<file path="src/rtl/cdb_arbiter_if.sv">
// -----------------------------------------------------------------------------
// cdb_arbiter_if
// Bundle of the requester-side and broadcast-side signals of the common data
// bus arbiter.
//   req_valid / req_tag / req_data : per-requester results, packed by index
//   req_ready                      : one-hot-or-zero accept back to requesters
//   cdb_valid / cdb_tag / cdb_data : registered broadcast entry
//   cdb_src                        : index of the requester that produced it
//   cdb_ready                      : downstream can consume the entry
// Modports: master = functional units + downstream consumer, slave = arbiter.
// -----------------------------------------------------------------------------
interface cdb_arbiter_if #(
   parameter int N_REQ  = 4,
   parameter int TAG_W  = 7,
   parameter int DATA_W = 32
);
   localparam int SRC_W = $clog2(N_REQ);

   logic [N_REQ-1:0]        req_valid;
   logic [N_REQ*TAG_W-1:0]  req_tag;
   logic [N_REQ*DATA_W-1:0] req_data;
   logic [N_REQ-1:0]        req_ready;
   logic                    cdb_valid;
   logic                    cdb_ready;
   logic [TAG_W-1:0]        cdb_tag;
   logic [DATA_W-1:0]       cdb_data;
   logic [SRC_W-1:0]        cdb_src;

   modport master (
      output req_valid, req_tag, req_data, cdb_ready,
      input  req_ready, cdb_valid, cdb_tag, cdb_data, cdb_src
   );

   modport slave (
      input  req_valid, req_tag, req_data, cdb_ready,
      output req_ready, cdb_valid, cdb_tag, cdb_data, cdb_src
   );
endinterface

</file>
<file path="src/rtl/cdb_arbiter.sv">
// -----------------------------------------------------------------------------
// cdb_arbiter
// Round-robin arbiter that picks one functional-unit result per cycle and
// broadcasts it on the common data bus through a single output register.
// Ports:
//   clk    : clock, all state updates on the rising edge
//   reset  : synchronous active-high reset
//   flush  : pipeline flush, kills the broadcast entry and blocks accepts
//   bus    : cdb_arbiter_if slave modport (requests in, broadcast out)
// -----------------------------------------------------------------------------
module cdb_arbiter #(
   parameter int N_REQ  = 4,
   parameter int TAG_W  = 7,
   parameter int DATA_W = 32
) (
   input  logic           clk,
   input  logic           reset,
   input  logic           flush,
   cdb_arbiter_if.slave   bus
);
   localparam int SRC_W = $clog2(N_REQ);

   logic [SRC_W-1:0]  ptr;
   logic              out_valid;
   logic [TAG_W-1:0]  out_tag;
   logic [DATA_W-1:0] out_data;
   logic [SRC_W-1:0]  out_src;

   logic              out_free;
   logic              win_found;
   logic [SRC_W-1:0]  win_idx;
   logic [SRC_W-1:0]  cand_idx;
   int                cand;
   logic              accept;
   logic [N_REQ-1:0]  ready_vec;
   logic [TAG_W-1:0]  win_tag;
   logic [DATA_W-1:0] win_data;

   // The output register can take a new entry when it is empty or when the
   // current entry is being consumed on this same edge.
   assign out_free = !out_valid || bus.cdb_ready;

   // Scan requesters starting at the round-robin pointer and wrapping at
   // N_REQ (not at a power of two), keeping the first valid one found.
   always_comb begin
      win_found = 1'b0;
      win_idx   = '0;
      cand      = 0;
      cand_idx  = '0;
      for (int k = 0; k < N_REQ; k++) begin
         cand = int'(ptr) + k;
         if (cand >= N_REQ) begin
            cand = cand - N_REQ;
         end
         cand_idx = SRC_W'(cand);
         if (!win_found && bus.req_valid[cand_idx]) begin
            win_found = 1'b1;
            win_idx   = cand_idx;
         end
      end
   end

   // A grant is only handed out when there is room downstream and no flush
   // or reset is in progress; since the grant goes to a valid requester the
   // grant itself is the accept.
   assign accept = win_found && out_free && !flush && !reset;

   // Decode the grant to one-hot and mux out the winner's payload using
   // constant slice positions.
   always_comb begin
      ready_vec = '0;
      win_tag   = '0;
      win_data  = '0;
      for (int i = 0; i < N_REQ; i++) begin
         if (win_idx == SRC_W'(i)) begin
            ready_vec[i] = accept;
            win_tag      = bus.req_tag[i*TAG_W +: TAG_W];
            win_data     = bus.req_data[i*DATA_W +: DATA_W];
         end
      end
   end

   // Output register and pointer. Reset beats everything; an accept loads a
   // fresh entry (possibly replacing one consumed this edge); otherwise a
   // flush or a downstream consume empties the register while the payload
   // keeps its last value. A stall simply holds.
   always_ff @(posedge clk) begin
      if (reset) begin
         ptr       <= '0;
         out_valid <= 1'b0;
         out_tag   <= '0;
         out_data  <= '0;
         out_src   <= '0;
      end else if (accept) begin
         out_valid <= 1'b1;
         out_tag   <= win_tag;
         out_data  <= win_data;
         out_src   <= win_idx;
         if (win_idx == SRC_W'(N_REQ-1)) begin
            ptr <= '0;
         end else begin
            ptr <= win_idx + SRC_W'(1);
         end
      end else if (flush || bus.cdb_ready) begin
         out_valid <= 1'b0;
      end
   end

   assign bus.req_ready = ready_vec;
   assign bus.cdb_valid = out_valid;
   assign bus.cdb_tag   = out_tag;
   assign bus.cdb_data  = out_data;
   assign bus.cdb_src   = out_src;
endmodule

</file>
<file path="src/flat_wrapper.sv">
// flat-port wrapper written by rule: the top's interface ports become plain ports
module cdb_arbiter_flat 
#(
   parameter int N_REQ  = 4,
   parameter int TAG_W  = 7,
   parameter int DATA_W = 32
)
  (clk, reset, flush, bus_req_valid, bus_req_tag, bus_req_data, bus_cdb_ready, bus_req_ready, bus_cdb_valid, bus_cdb_tag, bus_cdb_data, bus_cdb_src);
  cdb_arbiter_if #(.N_REQ(N_REQ), .TAG_W(TAG_W), .DATA_W(DATA_W)) bus_i ();
  input  logic clk;
  input  logic reset;
  input  logic flush;
  input wire logic [$bits(bus_i.req_valid)-1:0] bus_req_valid;
  input wire logic [$bits(bus_i.req_tag)-1:0] bus_req_tag;
  input wire logic [$bits(bus_i.req_data)-1:0] bus_req_data;
  input wire logic [$bits(bus_i.cdb_ready)-1:0] bus_cdb_ready;
  output wire logic [$bits(bus_i.req_ready)-1:0] bus_req_ready;
  output wire logic [$bits(bus_i.cdb_valid)-1:0] bus_cdb_valid;
  output wire logic [$bits(bus_i.cdb_tag)-1:0] bus_cdb_tag;
  output wire logic [$bits(bus_i.cdb_data)-1:0] bus_cdb_data;
  output wire logic [$bits(bus_i.cdb_src)-1:0] bus_cdb_src;
  assign bus_i.req_valid = bus_req_valid;
  assign bus_i.req_tag = bus_req_tag;
  assign bus_i.req_data = bus_req_data;
  assign bus_i.cdb_ready = bus_cdb_ready;
  assign bus_req_ready = bus_i.req_ready;
  assign bus_cdb_valid = bus_i.cdb_valid;
  assign bus_cdb_tag = bus_i.cdb_tag;
  assign bus_cdb_data = bus_i.cdb_data;
  assign bus_cdb_src = bus_i.cdb_src;
  cdb_arbiter #(.N_REQ(N_REQ), .TAG_W(TAG_W), .DATA_W(DATA_W)) u_core (.clk(clk), .reset(reset), .flush(flush), .bus(bus_i));
endmodule
</file>
<file path="config.mk">
export PLATFORM = sky130hd
export DESIGN_NAME = cdb_arbiter_flat
export DESIGN_NICKNAME = d
export VERILOG_FILES = /design/src/rtl/cdb_arbiter_if.sv /design/src/rtl/cdb_arbiter.sv /design/src/flat_wrapper.sv
export SDC_FILE = /design/constraint.sdc
export NUM_CORES = 1
export LEC_CHECK = 0
export CAP_MARGIN = 40
export CORE_AREA = 2 2 113 88
export CTS_CLUSTER_DIAMETER = 100
export DETAILED_ROUTE_END_ITERATION = 7
export DIE_AREA = 0 0 115 90
export GPL_ROUTABILITY_DRIVEN = 0
export PLACE_DENSITY = 0.76
export SYNTH_ARGS = -nofsm -noshare
export SYNTH_HDL_FRONTEND = slang
export SYNTH_SLANG_ARGS = --single-unit
export TNS_END_PERCENT = 100
</file>
<file path="constraint.sdc">
create_clock -name clk -period 2.38 [get_ports clk]
set_input_delay 0.357 -clock clk [delete_from_list [all_inputs] [get_ports clk]]
set_output_delay 0.357 -clock clk [all_outputs]
set_load 0.01 [all_outputs]
</file>
* Yosys cells after proc, flatten, opt, wreduce, memory -nomap -nowiden
Cells that the tools add are included.
Widths: inputs -> output; s select.
** Storage, ports and cells
- Word-level logic and storage cells :: 75
- Register bits :: 44
- Output and inout port bits :: 46
- Input port bits :: 164
** Operators by class
- $add $sub $neg :: 8
- Muxes and demuxes :: 35
- Equality and inequality tests :: 3
- Reduce and logical (&&, ||, !) cells :: 16
- Magnitude comparators :: 8
** Operator list (number)
- $mux 32 :: 4
- $mux 7 :: 4
- $mux 2 :: 9
- $mux 1 :: 14
- $lt 2x3->1 const B :: 4
- $ge 3x3->1 const B :: 3
- $bmux 1 s2 :: 4
- $sub 2x1->2 const B :: 4
- $add 2x2->3 const B :: 2
- $logic_and 1x1->1 :: 6
- $logic_not 1->1 :: 6
- $eq 2x2->1 const B :: 2
- $add 2x1->3 const B :: 1
- $ge 2x3->1 const B :: 1
- $add 2x1->2 const B :: 1
- $eq 2x1->1 const B :: 1
- $logic_not 2->1 :: 1
- $logic_or 1x1->1 :: 2
- $reduce_bool 2->1 :: 1

* Longest topological paths before layout
- Depth after elaboration :: 19
- Mapped depth :: 11
- Mapped depth without buffers :: 9

* Worst setup path after synthesis
Ideal clock, no wire load.
- Path type :: input port to output port
- From :: input port bus_req_valid[2]
- To :: output port bus_req_ready[3]
- Buffers on the path :: 3
- Data required time :: 2.023 ns
- Arrival time :: 2.038 ns
- Slack :: -0.015 ns
- Stages :: 9
- Cell sequence :: nor2b_1 > o21ai_0 > nand4_1 > inv_1 > ha_1 > clkbuf_1 > clkbuf_1 > clkbuf_1 > and2_4
** Between the ends
- Elaborated cells between the ends (all ways) :: 27
- Classes of those cells :: 1 x eq/ne; 17 x mux; 9 x reduce/logical
** RTL lines
- from (decl) :: RTL line flat_wrapper.sv:13 : input wire logic [$bits(bus_i.req_valid)-1:0] bus_req_valid;
- $bmux 1 s2 :: RTL line cdb_arbiter.sv:56 : if (!win_found && bus.req_valid[cand_idx]) begin
- $mux 1 (implied by the code) :: RTL line cdb_arbiter.sv:56
- $mux 1 :: RTL line cdb_arbiter.sv:56
- $logic_not 1->1 :: RTL line cdb_arbiter.sv:56
- $logic_and 1x1->1 :: RTL line cdb_arbiter.sv:56
- $mux 1 :: RTL line cdb_arbiter.sv:56
- $logic_not 1->1 :: RTL line cdb_arbiter.sv:56
- $logic_and 1x1->1 :: RTL line cdb_arbiter.sv:56
- $mux 1 :: RTL line cdb_arbiter.sv:56
- $logic_not 1->1 :: RTL line cdb_arbiter.sv:56
- $logic_and 1x1->1 :: RTL line cdb_arbiter.sv:56
- $mux 2 (*) :: RTL line cdb_arbiter.sv:56
- via u_core.win_idx[0] :: RTL line cdb_arbiter.sv:31 : logic [SRC_W-1:0] win_idx;
- $eq 2x2->1 (*) :: RTL line cdb_arbiter.sv:75 : if (win_idx == SRC_W'(i)) begin
- $mux 1 (*) :: RTL line cdb_arbiter.sv:75
- to (decl) :: RTL line flat_wrapper.sv:17 : output wire logic [$bits(bus_i.req_ready)-1:0] bus_req_ready;
The timed path passes the listed nets; every way through them passes the cells marked *. The select of a mux whose other input is x is not followed.

* Final worst setup path
- From :: input port bus_req_valid[3]
- To :: output port bus_req_ready[0]
** Between the ends
- Cells in the longest elaborated chain, start to end :: 16
- Elaborated cells between the ends (all ways) :: 27
- Classes of those cells :: 17 x mux; 10 x reduce/logical
** Ends and longest elaborated chain
- $bmux 1 s2 :: RTL line cdb_arbiter.sv:56
- $mux 1 (implied by the code) :: RTL line cdb_arbiter.sv:56
- $mux 1 :: RTL line cdb_arbiter.sv:56
- $logic_not 1->1 :: RTL line cdb_arbiter.sv:56
- $logic_and 1x1->1 :: RTL line cdb_arbiter.sv:56
- $mux 1 :: RTL line cdb_arbiter.sv:56
- $logic_not 1->1 :: RTL line cdb_arbiter.sv:56
- $logic_and 1x1->1 :: RTL line cdb_arbiter.sv:56
- $mux 1 :: RTL line cdb_arbiter.sv:56
- $logic_not 1->1 :: RTL line cdb_arbiter.sv:56
- $logic_and 1x1->1 :: RTL line cdb_arbiter.sv:56
- $mux 1 :: RTL line cdb_arbiter.sv:56
- $logic_and 1x1->1 (3 in series) :: RTL line cdb_arbiter.sv:66 : assign accept = win_found && out_free && !flush && !reset;
- $mux 1 (*) :: RTL line cdb_arbiter.sv:75
Mark *: on every way between the ends. The rest lies on a longest branch, timed or not. The select of a mux whose other input is x is not followed.

==> results.yml <==
status:
  status: "finished clean"
sta:
  relSlewSlack: 0.668
  setup_viol_count_final: 0
  worst_pin_slew_ns: 0.498
  finalHoldViolations: 0
  finalWorstPathRequiredPeriod_ns: 2.36
  max_freq_mhz: 424
  final.period_utilization: 0.990
  slew_violations: 0
  clock_skew_ns: 0.00286
cells_and_area:
  area_delta_synth_final_pct: 99.5
  diodes: 0
  nets: 740
  fin_util: 0.601
  nFillCells: 817
  drive_above_1_share: 0.161
  design_area_sq_um: 5590
hold_path:
  worst_hold_path.num_cells: 3
  hp-start: "bus_req_valid[2]"
  min_to: "u_core.bus.cdb_valid"
  worstHoldPathType: "in2reg"
clock_network:
  cts_hold_repair.buffers: 0
  cts_sinks: 44
  cts.htree.levels: 2
  cts_tree: "yes"
  path_clk_slew_ns: 0.06
  root_buffer: "clkbuf_16"
  cts_buffers: 5
  clockBufferDepth: 2
  insertion_delay_ns: 0.28
place:
  placed_area_sq_um: 5090
  io_buffers: 209
  hpwl_microns: 8330
worst_setup_path:
  worst-path-buf-inv: 4
  r2r_cells: 14
  critPathSlowestCell: "or4_4"
  cp_data_required_time_ns: 2.02
  path_max_fanout: 3
  cp-startpoint: "bus_req_valid[3]"
  critical-path-max-stage-delay_ns: 0.49
  critPathCaptureType: "output port"
  cp.arrival_ns: 2.00
  r2r_start: "u_core.ptr[0]"
  worst-setup-path-type: "in2out"
  crit_chain: "dlygate4sd2_1 -> or4_4 -> nand4_1 -> buf_4 -> ha_2 -> buf_4 -> and2_4 -> clkdlybuf4s15_2"
  path_delay_family: "simple AND/OR/NAND/NOR gates"
  r2r_setup_slack_ns: 0.10
  timing.rr.end: "u_core.bus.cdb_data[19]"
  cp_common_cell: "buf_4"
  start_kind: "input pin"
grt:
  grt_use_total: 0.222
  grt_pass1_wl_microns: 18300
  grt_max_degree: 79
  first_global_vias: 3584
  overflow: 0
  antenna_found_initial: 0
floorplanning:
  fp.dieW_microns: 115
  io_pins: 210
  die_y_microns: 90
  start_util: 0.301
  rows: 31
  core_sq_um: 9310
  die_area_sq_um: 10400
detailed_routing:
  ant_nets: 0
  dr_total_vias: 3734
  vias_per_cell: 5.43
  drc: 0
  wire_per_inst_microns: 18.1
  dr.pass1.iters: 5
  routed_wl_microns: 12400
  drtIter0Drc: 257
yosys:
  avgSynthCellArea_sq_um: 7.83
  yosysUniqueCellTypes: 28
  ys_seq_area_frac: 0.314
  yosys.area.top_type_share: 0.314
  synth_warnings: 0
  yosys.area.top_type: "dfxtp_1"
  synth_flop_cell: "dfxtp_1"
  synth_edf_count: 0
  synthCells: 358
  synth.ff_latch_count: 44
  synth.net_count: 526
  syn-cell-area_sq_um: 2800
  synth_most_common_cell: "dfxtp_1"
  synthArstFlopShare: 0
  synth_area_leaders: "dfxtp_1, a221o_1, a221oi_1"
  yosys-top-cells-count: "dfxtp_1, a21oi_1, inv_1"
power:
  power.internal_mw: 1.94
  p_leak_nw: 2.23
  swShare: 0.306
  p_sw_uw: 857
  pwr-share-clk: 0.247
  power.density_nw_per_um2: 501
  seqPwrFrac: 0.296
  p_comb_frac: 0.456
  p_total_mw: 2.80
  ir_worst_vdd_uv: 239
job:
  maxCapViolations: 0
[cells in the final DEF (no fill, tap or decap), types with 2 or more instances in the layout]
cell,instances
a21oi_1,42
a221o_1,39
a221oi_1,18
a221oi_2,21
and2_4,4
buf_12,4
buf_16,4
buf_2,3
buf_4,25
buf_6,3
clkbuf_1,2
clkbuf_16,6
clkbuf_2,2
clkdlybuf4s15_2,3
clkdlybuf4s50_1,200
dfxtp_1,42
dfxtp_2,2
ha_4,3
inv_1,40
inv_2,2
nand2_1,2
nand2b_1,2
nand3b_1,2
nor2_1,40
nor2b_1,2
nor3_1,39
o21ai_0,2
[cell type report]
type	count	area (sq um)	share of cell area
Multi-Input combinational cell	232	1740	0.311
Tap cell	115	144	0.0257
Timing Repair Buffer	247	2520	0.451
Clock buffer	8	146	0.0262
Inverter	42	158	0.0282
Sequential cell	44	883	0.158
[metrics by stage]
step	setup slack [ns]	TNS [ns]	instances	hold WS (ns)
after CTS	0.0130	0	684	0.491
after floorplan	0.0297	0	358	0.472
after detailed placement	-0.766	-29.30	669	0.478
after global placement	-0.874	-35.04	668	0.475
after global routing	-0.0107	-0.0314	688	0.506
final	0.0238	0	688	0.473
[worst max-delay path by stage]
stage | to | slack [ns] | depth (start not counted)
6_report | bus_req_ready[0] | 0.02 | 8
5_1_grt | u_core.bus.cdb_data[10] | -0.01 | 12
4_1_cts | u_core.bus.cdb_data[19] | 0.01 | 12
3_5_place_dp | u_core.bus.cdb_data[22] | -0.77 | 11
3_3_place_gp | u_core.bus.cdb_data[2] | -0.87 | 9
2_1_floorplan | bus_req_ready[2] | 0.03 | 7
[metal layers]
metal | up-vias | GRT usage | share of wire
li1 | 1774 | - | -
met1 | 1773 | 0.264 | 0.40
met2 | 174 | 0.397 | 0.50
met3 | 13 | 0.0587 | 0.085
met4 | 0 | 0.0472 | 0.013
met5 | - | 0 | 0
[timing repair]
item                                   in CTS  in global routing
resized for setup                          49                 19
pin swaps                                   9                  9
buffers inserted                            5                  3
endpoints found under the hold margin       0                  0
cloned                                      2                  1
setup endpoints to repair                  43                 42
[worst min-delay path, delay by kind of cell]
| kind | cells | cell delay, ns |
|---|---|---|
| AND/OR/NAND/NOR | 1 | 0.06 |
| AO/OA/AOI/OAI | 1 | 0.14 |
| buffers and inverters | 1 | 0.14 |
[registers in the layout, indices dropped and copies added (netlist names)]
| name | flops |
|---|---|
| u_core.bus.cdb_data | 32 |
| u_core.bus.cdb_src | 2 |
| u_core.bus.cdb_tag | 7 |
| u_core.bus.cdb_valid | 1 |
| u_core.ptr | 2 |
[power groups by stage]
stage                     combinational, mW  clock [mW]  sequential, mW
final                                  1.28       0.692           0.830
after global routing                   1.37       0.747           0.837
after CTS                              1.21       0.712           0.830
after detailed placement               1.10           0           0.845
after global placement                 1.05           0           0.843
after floorplan                       0.502           0           0.866
[cells by family (layout without fill, tap and decap cells)]
group | Yosys count | in the layout | share of synthesized area
AOI/OAI and AO/OA | 128 | 128 | 0.354
and+or+nand+nor | 100 | 100 | 0.178
DFF | 44 | 44 | 0.314
adders and majority gates | 4 | 4 | 0.0178
buffers and inverters | 82 | 297 | 0.136
Power figures use the tool's default switching activity.
